### src/rtl/gmii_rx_mac.sv
// gmii_rx_mac: GMII receive front end; strips preamble/SFD/FCS, checks error/length/CRC and streams payload bytes.
module gmii_rx_mac #(
    parameter int MIN_FRAME_BYTES = 64,
    parameter int MAX_FRAME_BYTES = 1518
) (
    input  logic        clk,
    input  logic        aresetn,
    input  logic [7:0]  gmii_rxd,
    input  logic        gmii_rxdv,
    input  logic        gmii_rxer,
    output logic [7:0]  axis_o_tdata,
    output logic        axis_o_tvalid,
    output logic        axis_o_tlast,
    output logic        axis_o_tuser,
    output logic [15:0] frames_ok,
    output logic [15:0] frames_bad
);
    localparam logic [15:0] MIN_L   = 16'(MIN_FRAME_BYTES);
    localparam logic [15:0] MAX_L   = 16'(MAX_FRAME_BYTES);
    localparam logic [31:0] RESIDUE = 32'hDEBB20E3;

    typedef enum logic [1:0] {IDLE, PREAMBLE, DATA, DROP} state_t;

    state_t          state, state_nx;
    logic            rxdv_q, err;
    logic [15:0]     cnt;
    logic [31:0]     crc;
    logic [4:0][7:0] line;
    logic            start, take, fin, full, bad;

    function automatic logic [31:0] crc_byte(input logic [31:0] c, input logic [7:0] d);
        logic [31:0] r;
        r = c;
        for (int i = 0; i < 8; i++) r = (r >> 1) ^ ((r[0] ^ d[i]) ? 32'hEDB88320 : 32'h0);
        return r;
    endfunction

    always_comb begin
        state_nx = state;
        case (state)
            IDLE:     if (gmii_rxdv) state_nx = (!rxdv_q && gmii_rxd == 8'h55) ? PREAMBLE : DROP;
            PREAMBLE: state_nx = !gmii_rxdv ? IDLE :
                                 gmii_rxer ? DROP :
                                 gmii_rxd == 8'h55 ? PREAMBLE :
                                 gmii_rxd == 8'hD5 ? DATA : DROP;
            default:  if (!gmii_rxdv) state_nx = IDLE;
        endcase
        start = (state == PREAMBLE) && (state_nx == DATA);
        take  = (state == DATA) && gmii_rxdv;
        fin   = (state == DATA) && !gmii_rxdv;
        // the last four bytes are FCS, so a byte is only released once five are held
        full  = cnt >= 16'd5;
        bad   = err || crc != RESIDUE || cnt < MIN_L || cnt > MAX_L;
    end

    always_ff @(posedge clk or negedge aresetn) begin
        if (!aresetn) begin
            state         <= IDLE;
            rxdv_q        <= 1'b1;
            err           <= 1'b0;
            cnt           <= '0;
            crc           <= '1;
            line          <= '0;
            axis_o_tdata  <= '0;
            axis_o_tvalid <= 1'b0;
            axis_o_tlast  <= 1'b0;
            axis_o_tuser  <= 1'b0;
            frames_ok     <= '0;
            frames_bad    <= '0;
        end else begin
            state         <= state_nx;
            rxdv_q        <= gmii_rxdv;
            axis_o_tvalid <= 1'b0;
            axis_o_tlast  <= 1'b0;
            axis_o_tuser  <= 1'b0;
            if (start) begin
                cnt <= '0;
                crc <= '1;
                err <= 1'b0;
            end
            if (take) begin
                line <= {line[3:0], gmii_rxd};
                crc  <= crc_byte(crc, gmii_rxd);
                cnt  <= (cnt == 16'hFFFF) ? cnt : cnt + 16'd1;
                err  <= err | gmii_rxer;
                if (full) begin
                    axis_o_tvalid <= 1'b1;
                    axis_o_tdata  <= line[4];
                end
            end
            if (fin) begin
                if (full) begin
                    axis_o_tvalid <= 1'b1;
                    axis_o_tlast  <= 1'b1;
                    axis_o_tuser  <= bad;
                    axis_o_tdata  <= line[4];
                end
                if (!full || bad) frames_bad <= frames_bad + 16'd1;
                else frames_ok <= frames_ok + 16'd1;
            end
        end
    end
endmodule

### config.mk
export PLATFORM = sky130hd
export DESIGN_NAME = gmii_rx_mac
export DESIGN_NICKNAME = d
export VERILOG_FILES = /design/src/rtl/gmii_rx_mac.sv
export SDC_FILE = /design/constraint.sdc
export NUM_CORES = 1
export LEC_CHECK = 0
export CAP_MARGIN = 10
export CORE_MARGIN = 2
export CORE_UTILIZATION = 41
export CTS_CLUSTER_SIZE = 40
export DETAILED_ROUTE_END_ITERATION = 10
export DONT_BUFFER_PORTS = 1
export GPL_TIMING_DRIVEN = 0
export MAX_ROUTING_LAYER = met4
export RECOVER_POWER = 50
export SLEW_MARGIN = 20
export SYNTH_ARGS = -nofsm -noshare
export SYNTH_HDL_FRONTEND = slang
export SYNTH_SLANG_ARGS = --single-unit
### constraint.sdc
create_clock -name clk -period 2.2 [get_ports clk]
set_input_delay 0.11 -clock clk [delete_from_list [all_inputs] [get_ports clk]]
set_output_delay 0.11 -clock clk [all_outputs]
set_load 0.02 [all_outputs]
# Word level (Yosys, flattened, before mapping)

Cells that the tools add are included.

Eq/ne operators: 8
Order comparisons: 3
Add/sub/neg operators: 3
Reduce and logical (&&, ||, !) cells: 16
Bitwise operators: 18
Mux-type cells: 34

Operators by type and width:

| kind                                                                          | count |
|---|---|
| 32-bit two-way mux                                                            | 10 |
| 31-bit by 32-bit XOR with 32-bit output                                       | 8 |
| 16-bit by 1-bit adder with 16-bit output, second input constant               | 3 |
| 16-bit two-way mux                                                            | 3 |
| 8-bit two-way mux                                                             | 4 |
| 32-bit != test, second input constant                                         | 1 |
| 16-bit equality test, second input constant                                   | 1 |
| 16-bit by 3-bit >= comparator with 1-bit output, second input constant        | 1 |
| 16-bit by 11-bit > comparator with 1-bit output, second input constant        | 1 |
| 16-bit by 7-bit less-than comparator with 1-bit output, second input constant | 1 |
| 2-bit two-way mux                                                             | 6 |
| 1-bit two-way mux                                                             | 10 |
| 8-bit by 7-bit equality test with 1-bit output, second input constant         | 1 |
| 8-bit equality test, second input constant                                    | 1 |
| 1-bit XOR                                                                     | 8 |
| 2-bit AND reduction                                                           | 3 |
| 2-bit equality test, second input constant                                    | 2 |
| 1-bit logical AND                                                             | 4 |
| 1-bit logical OR                                                              | 4 |
| 2-bit case mux with 2 select lines                                            | 1 |
| 1-bit zero test                                                               | 3 |
| 2-bit by 1-bit equality test with 1-bit output, second input constant         | 1 |
| 2-bit zero test                                                               | 1 |
| 2-bit != test, second input constant                                          | 1 |
| 3 further kinds                                                               | 3 |

Flip-flop bits (word level): 135

# Logic depth before layout (Yosys ltp)

Gate-level depths: netlist of the first run.

Word-level depth: 25
Depth in mapped cells: 8
Depth with buffers taken out: 7

# Worst setup path before layout of the first run

No wires, ideal clock.

Kind: register to register
From: register crc[0]
To: register frames_ok[14]
Clock period less this slack: 2.251 ns
Arrival: 2.121 ns
Setup slack: -0.051 ns
Cell stages (with the launch flop): 9
Data required time: 2.071 ns
Setup time: 0.129 ns
Cell sequence: dfstp_2 nand4b_1 or4_1 nor4_2 and3b_1 buf_6 buf_12 nand4_4 xnor2_2

Longest elaborated chain between the ends: 7

RTL lines:

| what                                 | line | text |
|---|---|---|
| start, declared                      | 27   | `logic [31:0] crc;` |
| start signal, assigned               | 83   | `crc <= crc_byte(crc, gmii_rxd);` |
| 32-bit != test                       | 53   | `bad = err \|\| crc != RESIDUE \|\| cnt < MIN_L \|\| cnt > MAX_L;` |
| 1-bit logical OR (3 in series)       | 53   |  |
| 1-bit logical OR                     | 98   | `if (!full \|\| bad) frames_bad <= frames_bad + 16'd1;` |
| 1-bit inverter (no source line)      | -    |  |
| 2-bit AND reduction (no source line) | -    |  |
| end signal, assigned                 | 99   | `else frames_ok <= frames_ok + 16'd1;` |
| end, declared                        | 15   | `output logic [15:0] frames_ok,` |

No other way between the ends.
A chain may end at the register's enable or synchronous reset.

# Final worst setup path of the first run

From: register crc[7]
To: register frames_ok[14]

The elaborated chain is that of the path after synthesis.

==> results.cfg, run 1 <==
[run_status]
status = finished, violations left
violations = negative hold slack, negative setup slack

[power]
irDropWorstVdd_mv = 0.984
power.density_mw_per_mm2 = 1420
fin_total_pwr_mw = 10.9
power.leakage_nw = 3.56

[timing]
finalCritPeriodShare_pct = 105
worst_clock_skew_ns = 0.00555
worstMarginPinSlew_ns = 0.648
maxSlewViolCount = 0
fin_crit_ns = 2.30
fin_ws_ns = -0.102
fmax_mhz = 434
setup_viol = 21
slew_headroom_pct = 56.5
grt_setup_unrepaired = true
hold_viol = 135
hold_slack_ns = -0.602

[placed_design]
port_buffers = 0
dpl_cell_area_mm2 = 0.00667
gp_congestion = 0.900
dp_hpwl_um = 9090

[critical_path]
path_cells = nand2_1 > or4_4 > nor4_4 > and3b_1 > buf_6 > buf_12 > nand4_4 > xnor2_2
crit_path_end_kind = register
critPathTopFamily = simple AND/OR/NAND/NOR gates
cpPeakStageDelay_ns = 0.57
slowest_stage = dfstp_2
critical_path_required_ns = 2.49
cp-start-kind = register
worstSetupPathType = reg -> reg
worstPathArrival_ns = 2.59
crit_buf_inv = 2
crit_fanout = 8

[global_routing]
grtUsageMet3_pct = 6.32
grt_pass1_wl_um = 23000
grt_busiest_layer = met2
grt_pass1_vias = 4539
grtUsageTotal_pct = 18.2
antenna_found_initial = 0
gr-usage-met2_pct = 26.5
grtUsageMet1_pct = 24.2
grt_max_degree = 136
overflow = 0

[cells_and_area]
area_delta_synth_final_pct = 20.3
drive_gt1_share_pct = 19.4
layout_commonest_cell = nand2_1
antenna_cells = 0
final_cell_mix = 145 x nand2_1, 102 x dfrtp_1, 58 x xnor2_1, 43 x xor2_1, 33 x dfstp_2
utilization_pct = 50.5
final_area_mm2 = 0.00771
fillCellCount = 1311
final_nets = 673

[synthesis]
synth_seq_area_share_pct = 53.4
ys_ff_latch = 135
async_flop_share_pct = 100
synth_area_mm2 = 0.00641
synth.avg_cell_area_um2 = 10.4
syn_nets = 632
yosysWarnings = 0
netlist_instances = 615
synth_ff_type = dfrtp_1
netlist-cell-type-count = 49
synth_edf_count = 0

[clock_tree]
post_cts_hold_buffer_count = 11
cts.path.max_buffers = 2
cts_sinks = 135
cts_tree = yes
clk_pin_slew_worst_paths_ns = 0.05
cts-root-buf = clkbuf_16
cts_max_level = 4
cts_buffers = 17
worstSkewPairLatency_ns = 0.41

[floorplanning]
die-area_mm2 = 0.0166
row_count = 45
die-height_um = 129
coreArea_mm2 = 0.0153
start_util_pct = 42.0
num_io_pins = 55
dieWidth_um = 129

[routing]
drt_iter0_markers = 281
wl_um = 13800
wire_per_inst_um = 15.7
drtAntennaViolNets = 0
dr_total_vias = 4460
viasPerCell = 5.07
drc = 0
dr.pass1.iters = 4

[flow_run]
drv_cap = 0

[worst_hold_path]
hold_class = in -> async
[metal layers]
layer	routed length [um]	share of wire (%)
met1	6450	47
met2	6360	46
met3	895	6.5
met4	123	0.89
met5	0	0
[report_power, final]
group / internal [mW] / switching (mW) / total, mW
clock: 1.78 / 1.01 / 2.79
combinational: 1.97 / 2.09 / 4.06
sequential: 3.33 / 0.761 / 4.09
total: 7.07 / 3.86 / 10.9
[cell families (layout without fill, tap and decap cells)]
family / count (synthesis) / in the layout / synth area share (%)
and+or+nand+nor: 272 / 272 / 20.4
DFF: 135 / 135 / 53.4
xor gates and xnor gates: 112 / 112 / 16.2
AOI/OAI and AO/OA: 50 / 50 / 4.92
buffers and inverters: 31 / 85 / 2.34
muxes: 10 / 10 / 1.74
adders and majority gates: 5 / 5 / 0.976
[state kept, by name, indices dropped and copies added (netlist names), 2 cells and up]
| signal | count |
|---|---|
| frames_ok | 16 |
| state | 2 |
| crc | 32 |
| cnt | 16 |
| frames_bad | 16 |
| line | 40 |
| axis_o_tdata | 8 |
[area by class of cell]
cell class              instances  area (um2)  share of cell area (%)
plain buffers                  24         144                    1.87
repair buffers                 23         225                    2.92
multi-input cells             449        3050                    39.5
clock buffers                  24         492                    6.38
inverters                       6        22.5                   0.292
well taps                     211         264                    3.43
flip-flops and latches        135        3420                    44.4
clock inverters                 8        95.1                    1.23
[per-stage QoR]
step / hold WS [ns] / setup TNS [ns] / cells / setup slack, ns
global placement: -0.181 / -4.44 / 826 / -0.256
detailed placement: -0.181 / -5.43 / 826 / -0.280
CTS: -0.621 / -0.711 / 871 / -0.103
finish: -0.602 / -1.24 / 880 / -0.102
global route: -0.639 / -2.88 / 880 / -0.155
floorplan: -0.186 / 0 / 615 / 0.00648
[what timing repair did]
action / 4_1_cts / 5_1_grt
gates resized for setup: 10 / 41
cloned: 0 / 2
setup buffers: 2 / 8
setup endpoints to repair: 56 / 58
pin swaps: 4 / 20
endpoints found under the hold margin: 148 / 135
[path summary, 6_finish.rpt]
kind | startpoint | to | slack [ns] | depth (start not counted)
max in group asynchronous | aresetn | crc[11] | 2.55 | 0
worst min register to register | line[23] | line[31] | 0.46 | 2
worst max register to register | crc[7] | frames_ok[14] | -0.10 | 8
min in group clk | gmii_rxd[2] | state[1] | 0.06 | 2
worst min-delay path | aresetn | frames_ok[3] | -0.60 | 0
worst max-delay path | crc[7] | frames_ok[14] | -0.10 | 8
[synthesized netlist by cell type (4+ instances only)]
| library cell | number | share of area [%] |
|---|---|---|
| nand3_1 | 18 | 1.4 |
| nand4b_1 | 4 | 0.55 |
| nand4_1 | 11 | 1.1 |
| a21oi_1 | 20 | 1.6 |
| buf_2 | 5 | 0.39 |
| xor2_1 | 43 | 5.9 |
| nor3_1 | 28 | 2.2 |
| ha_1 | 5 | 0.98 |
| dfrtp_1 | 102 | 40 |
| a2bb2oi_1 | 11 | 1.5 |
| nor2_1 | 21 | 1.2 |
| and2_1 | 5 | 0.49 |
| clkbuf_1 | 16 | 0.94 |
| dfstp_2 | 33 | 14 |
| o21ai_0 | 10 | 0.78 |
| nand2_1 | 145 | 8.5 |
| inv_1 | 6 | 0.35 |
| mux2_2 | 9 | 1.6 |
| xnor2_1 | 64 | 8.7 |
| and3_1 | 16 | 1.6 |
Note: power is estimated with default switching activity, not from simulation.
==> run 2, diff against run 1 <==
Settings changed: CORE_UTILIZATION 41 to 65, PLACE_DENSITY set to 0.81.
Clock period 2.2 ns to 3 ns, I/O delays scaled along.
==> run 2 against run 1 <==
Against the previous run:
- the flow finishes with violations (negative hold slack)
- sequential share of layout area rose by 2.5 points
- critical path depth unchanged
- final cell count fell by 10%
- maximum frequency shrank 19%
- die area is 36% lower
- non-clock buffer count fell by 10
- count of clock-buffer cells in the layout shrank 4
- flip-flop and latch count did not move
- register-to-register slack better by 0.25 ns
- sequential power fell by 27%
- design area is 5.4% lower
- via count is 1.2% higher
==> results.cfg, run 2 (synthesized netlist as in run 1, its figures left out) <==
[floorplanning]
start_util_pct = 66.2
row_count = 36
die-area_mm2 = 0.0107
die-height_um = 103
coreArea_mm2 = 0.00968
num_io_pins = 55
dieWidth_um = 103

[critical_path]
worstPathArrival_ns = 3.30
cp-start-kind = register
crit_fanout = 10
crit_path_end_kind = register
worstSetupPathType = reg -> reg
critical_path_required_ns = 3.45

[timing]
hold_viol = 135
maxSlewViolCount = 0
worstMarginPinSlew_ns = 0.873
finalCritPeriodShare_pct = 95.1
worst_clock_skew_ns = 0.00638
grt_setup_unrepaired = false
slew_headroom_pct = 41.4
hold_slack_ns = -0.686
fin_tns_setup_ns = 0
setup_viol = 0
fmax_mhz = 351
fin_crit_ns = 2.85

[global_routing]
grt_max_degree = 136
grt_pass1_wl_um = 22700
antenna_found_initial = 0
overflow = 0
grtUsageTotal_pct = 29.0
grt_pass1_vias = 4583

[cells_and_area]
utilization_pct = 75.3
multi_input_comb_area_mm2 = 0.00284
fillCellCount = 629
reg_top3 = line x40, crc x32
largest_reg_flops = 40
layout_commonest_cell = nand2_1
final-seq-area_mm2 = 0.00342
final_area_mm2 = 0.00729
antenna_cells = 0
final_cell_mix = 145 x nand2_1, 102 x dfrtp_1, 64 x xnor2_1, 43 x xor2_1, 33 x dfstp_2
drive_gt1_share_pct = 14.0
area_delta_synth_final_pct = 13.8
largest_register = line
final_nets = 663

[clock_tree]
post_cts_hold_buffer_count = 12
cts-root-buf = clkbuf_8
worstSkewPairLatency_ns = 0.53
cts_max_level = 4
clk_pin_slew_worst_paths_ns = 0.06
cts.path.max_buffers = 2
cts_buffers = 17
cts_tree = yes
cts_sinks = 135

[routing]
wl_um = 13800
drtAntennaViolNets = 0
dr_total_vias = 4513
viasPerCell = 5.71
drc = 0
drt_iter0_markers = 256
dr.pass1.iters = 4
wire_per_inst_um = 17.5

[placed_design]
port_buffers = 0
gp_congestion = 0.907
dp_hpwl_um = 8750
dpl_cell_area_mm2 = 0.00658

[run_status]
violations = negative hold slack
status = finished, violations left

[power]
power.leakage_nw = 3.38
irDropWorstVdd_mv = 0.787
fin_total_pwr_mw = 7.87
power.density_mw_per_mm2 = 1080

[flow_run]
drv_cap = 0

[worst_hold_path]
hold_class = in -> async
## run 2: cell types whose count changed in the layout (fill, tap and decap cells not counted), moves of 3 or more
cell     before  now
xnor2_1      58   64
nor3_1       22   28
buf_4        12    1
nor3_4        3    0
buf_6         4    1
xnor2_2       8    3
buf_2         1    4
nor3_2        3    0
nor2_1       18   21
## run 2: critical path: stages, from the launching register on
cell           delay, ns
dfrtp_1             0.42
or4bb_1             0.50
dlygate4sd3_1       0.57
nor3_1              0.18
and3_1              0.18
buf_2               0.21
nand2b_1            0.25
clkbuf_4            0.26
a2bb2oi_1           0.20
## run 2: layer usage
| layer | track usage [%] | vias up | share of wire, % |
|---|---|---|---|
| met3 | 6.79 | 31 | 5.1 |
| met4 | 11.0 | 0 | 1.8 |
| li1 | - | 2122 | - |
| met2 | 47.4 | 125 | 50 |
| met5 | - | - | 0 |
| met1 | 35.2 | 2235 | 43 |
## run 2: final cells by class
| class | instances | share of cell area [%] |
|---|---|---|
| sequential | 135 | 46.9 |
| multi-input combinational | 449 | 38.9 |
| clock buffer | 20 | 6.11 |
| tap | 133 | 2.28 |
| clock inverter | 11 | 2.01 |
| buffer | 25 | 1.80 |
| timing repair buffer | 12 | 1.65 |
| inverter | 6 | 0.309 |
## run 2: repair_timing
item,in CTS,in global routing
setup buffers,0,0
resized for setup,0,3
setup endpoints to repair,0,9
endpoints found under the hold margin,148,135
## run 2: stage by stage
step / hold WS [ns] / std cells / setup slack [ns]
finish: -0.686 / 791 / 0.148
global route: -0.706 / 791 / 0.0165
CTS: -0.696 / 791 / 0.164
detailed placement: -0.143 / 748 / 0.450
global placement: -0.143 / 748 / 0.507
floorplan: -0.146 / 615 / 0.749
## run 2: power breakdown
group / internal (mW) / switching [mW]
Sequential: 2.44 / 0.557
Clock: 1.31 / 0.770
Combinational: 1.32 / 1.47
## run 2: path summary, 6_finish.rpt
check / slack, ns / startpoint / end / cells past startpoint
max reg2reg: 0.15 / state[1] / crc[19] / 8
max in group asynchronous: 3.43 / aresetn / crc[23] / 0
min reg2reg: 0.47 / line[23] / line[31] / 2
min: -0.69 / aresetn / frames_ok[3] / 0
min in group clk: 0.07 / gmii_rxd[0] / crc[24] / 3
max: 0.15 / state[1] / crc[19] / 8
==> run 3, diff against run 2 <==
Settings changed: PLACE_DENSITY 0.81 to 0.9.
==> run 3 against run 2 <==
Against the previous run:
- the flow still finishes with violations (negative hold slack)
- first-iteration DRC count is 70% higher
- clock power decreased by 9.6%
- combinational power up 3%
- count of clock-buffer cells in the layout shrank 3
- die area did not move
- worst setup slack worse by 0.028 ns
- flip-flop and latch count unchanged
- critical path depth is the same
- sequential power about the same
- utilization down 0.44 points
- maximum frequency down 0.97%
- critical path type unchanged
- largest power group unchanged
==> results.cfg, run 3 (synthesized netlist as in run 1, its figures left out) <==
[critical_path]
crit_buf_inv = 3
crit_path_end_kind = register
cpPeakStageDelay_ns = 0.59
critPathTopFamily = simple AND/OR/NAND/NOR gates
crit_fanout = 10
cp-start-kind = register
slowest_stage = dlygate4sd3_1
worstSetupPathType = reg -> reg
worstPathArrival_ns = 3.34
critical_path_required_ns = 3.46
path_cells = or4bb_1 > dlygate4sd3_1 > nor3_2 > and3_1 > buf_2 > nand2b_1 > clkbuf_4 > a2bb2oi_1

[routing]
wire_per_inst_um = 18.5
dr_total_vias = 4738
dr.pass1.iters = 5
drtAntennaViolNets = 0
drc = 0
viasPerCell = 5.97
wl_um = 14700
drt_iter0_markers = 435

[floorplanning]
dieWidth_um = 103
start_util_pct = 66.2
coreArea_mm2 = 0.00968
num_io_pins = 55
die-height_um = 103
die-area_mm2 = 0.0107
row_count = 36

[cells_and_area]
final_cell_mix = 145 x nand2_1, 102 x dfrtp_1, 64 x xnor2_1, 43 x xor2_1, 33 x dfstp_2
largest_reg_flops = 40
final_nets = 664
fillCellCount = 610
largest_register = line
utilization_pct = 74.8
final_area_mm2 = 0.00725
reg_top3 = line x40, crc x32
drive_gt1_share_pct = 14.5
layout.cells.non_filler = 793
layout_commonest_cell = nand2_1
antenna_cells = 0
area_delta_synth_final_pct = 13.1

[placed_design]
dpl_cell_area_mm2 = 0.00658
dp_hpwl_um = 9440
placedCellCount = 748
pre_cts_ws_ns = 0.464
gp_congestion = 0.910
port_buffers = 0

[global_routing]
grt_pass1_wl_um = 23600
grt_pass1_vias = 4856
grt_max_degree = 136
overflow = 0
antenna_found_initial = 0
grtUsageTotal_pct = 30.2

[timing]
worst_clock_skew_ns = 0.00740
hold_viol = 135
fin_ws_ns = 0.120
maxSlewViolCount = 0
setup_viol = 0
finalCritPeriodShare_pct = 96.0
slew_headroom_pct = 45.8
hold_slack_ns = -0.686
fmax_mhz = 347
worstMarginPinSlew_ns = 0.807
fin_crit_ns = 2.88

[power]
power.density_mw_per_mm2 = 1070
power.leakage_nw = 3.34
irDropWorstVdd_mv = 0.990

[clock_tree]
post_cts_buffers = 0
cts_buffers = 17
cts.path.max_buffers = 2
cts_tree = yes
worstSkewPairLatency_ns = 0.53
cts_sinks = 135
post_cts_hold_buffer_count = 13
clk_pin_slew_worst_paths_ns = 0.06
cts-root-buf = clkbuf_8
cts_max_level = 4

[run_status]
status = finished, violations left
violations = negative hold slack

[worst_hold_path]
hold_class = in -> async

[flow_run]
drv_cap = 0
run 3: layout make-up:
class | count | area (um2) | share of cell area (%)
multi-input combinational | 449 | 2840 | 39.2
sequential | 135 | 3420 | 47.2
tap | 133 | 166 | 2.30
timing repair buffer | 13 | 130 | 1.80
clock inverter | 15 | 120 | 1.66
clock buffer | 17 | 414 | 5.71
buffer | 25 | 131 | 1.81
inverter | 6 | 22.5 | 0.311
run 3: worst register-to-register path, stage by stage, from the launching register on:
cell and delay, ns:
dfrtp_1 0.43, or4bb_1 0.52, dlygate4sd3_1 0.59, nor3_2 0.17, and3_1 0.21, buf_2 0.23
nand2b_1 0.22, clkbuf_4 0.24, a2bb2oi_1 0.19
run 3: through the flow:
stage / setup TNS, ns / hold WS, ns / power, mW
2_1_floorplan: 0 / -0.146 / 5.19
3_3_place_gp: 0 / -0.141 / 5.66
3_5_place_dp: 0 / -0.143 / 5.79
4_1_cts: 0 / -0.706 / 7.73
5_1_grt: -0.0106 / -0.705 / 8.18
6_report: 0 / -0.686 / 7.77
run 3: power by group:
part           total, mW  switching, mW  internal (mW)
sequential          3.01          0.569           2.44
clock               1.88          0.855           1.03
combinational       2.88           1.55           1.33
total               7.77           2.98           4.80
run 3: routing by layer:
metal,GRT usage [%],vias to the layer above,part of all wire [%]
met3,9.01,46,8.9
met2,49.1,246,49
met4,10.7,0,2.5
met1,36.2,2315,39
met5,-,-,0
li1,-,2131,-
run 3: timing repair:
| action | 4_1_cts | 5_1_grt |
|---|---|---|
| resized for setup | 0 | 4 |
| hold endpoints to repair | 148 | 135 |
| setup endpoints to repair | 0 | 19 |
run 3: path summary, 6_finish.rpt:
| check | from | end | slack [ns] | cells after the start |
|---|---|---|---|---|
| max in group asynchronous | aresetn | crc[7] | 3.38 | 0 |
| setup / recovery | state[1] | crc[28] | 0.12 | 8 |
| setup reg to reg | state[1] | crc[28] | 0.12 | 8 |
| hold reg to reg | line[14] | line[22] | 0.47 | 2 |
| min in group clk | gmii_rxd[0] | crc[24] | 0.08 | 3 |
| hold / removal | aresetn | frames_ok[4] | -0.69 | 0 |
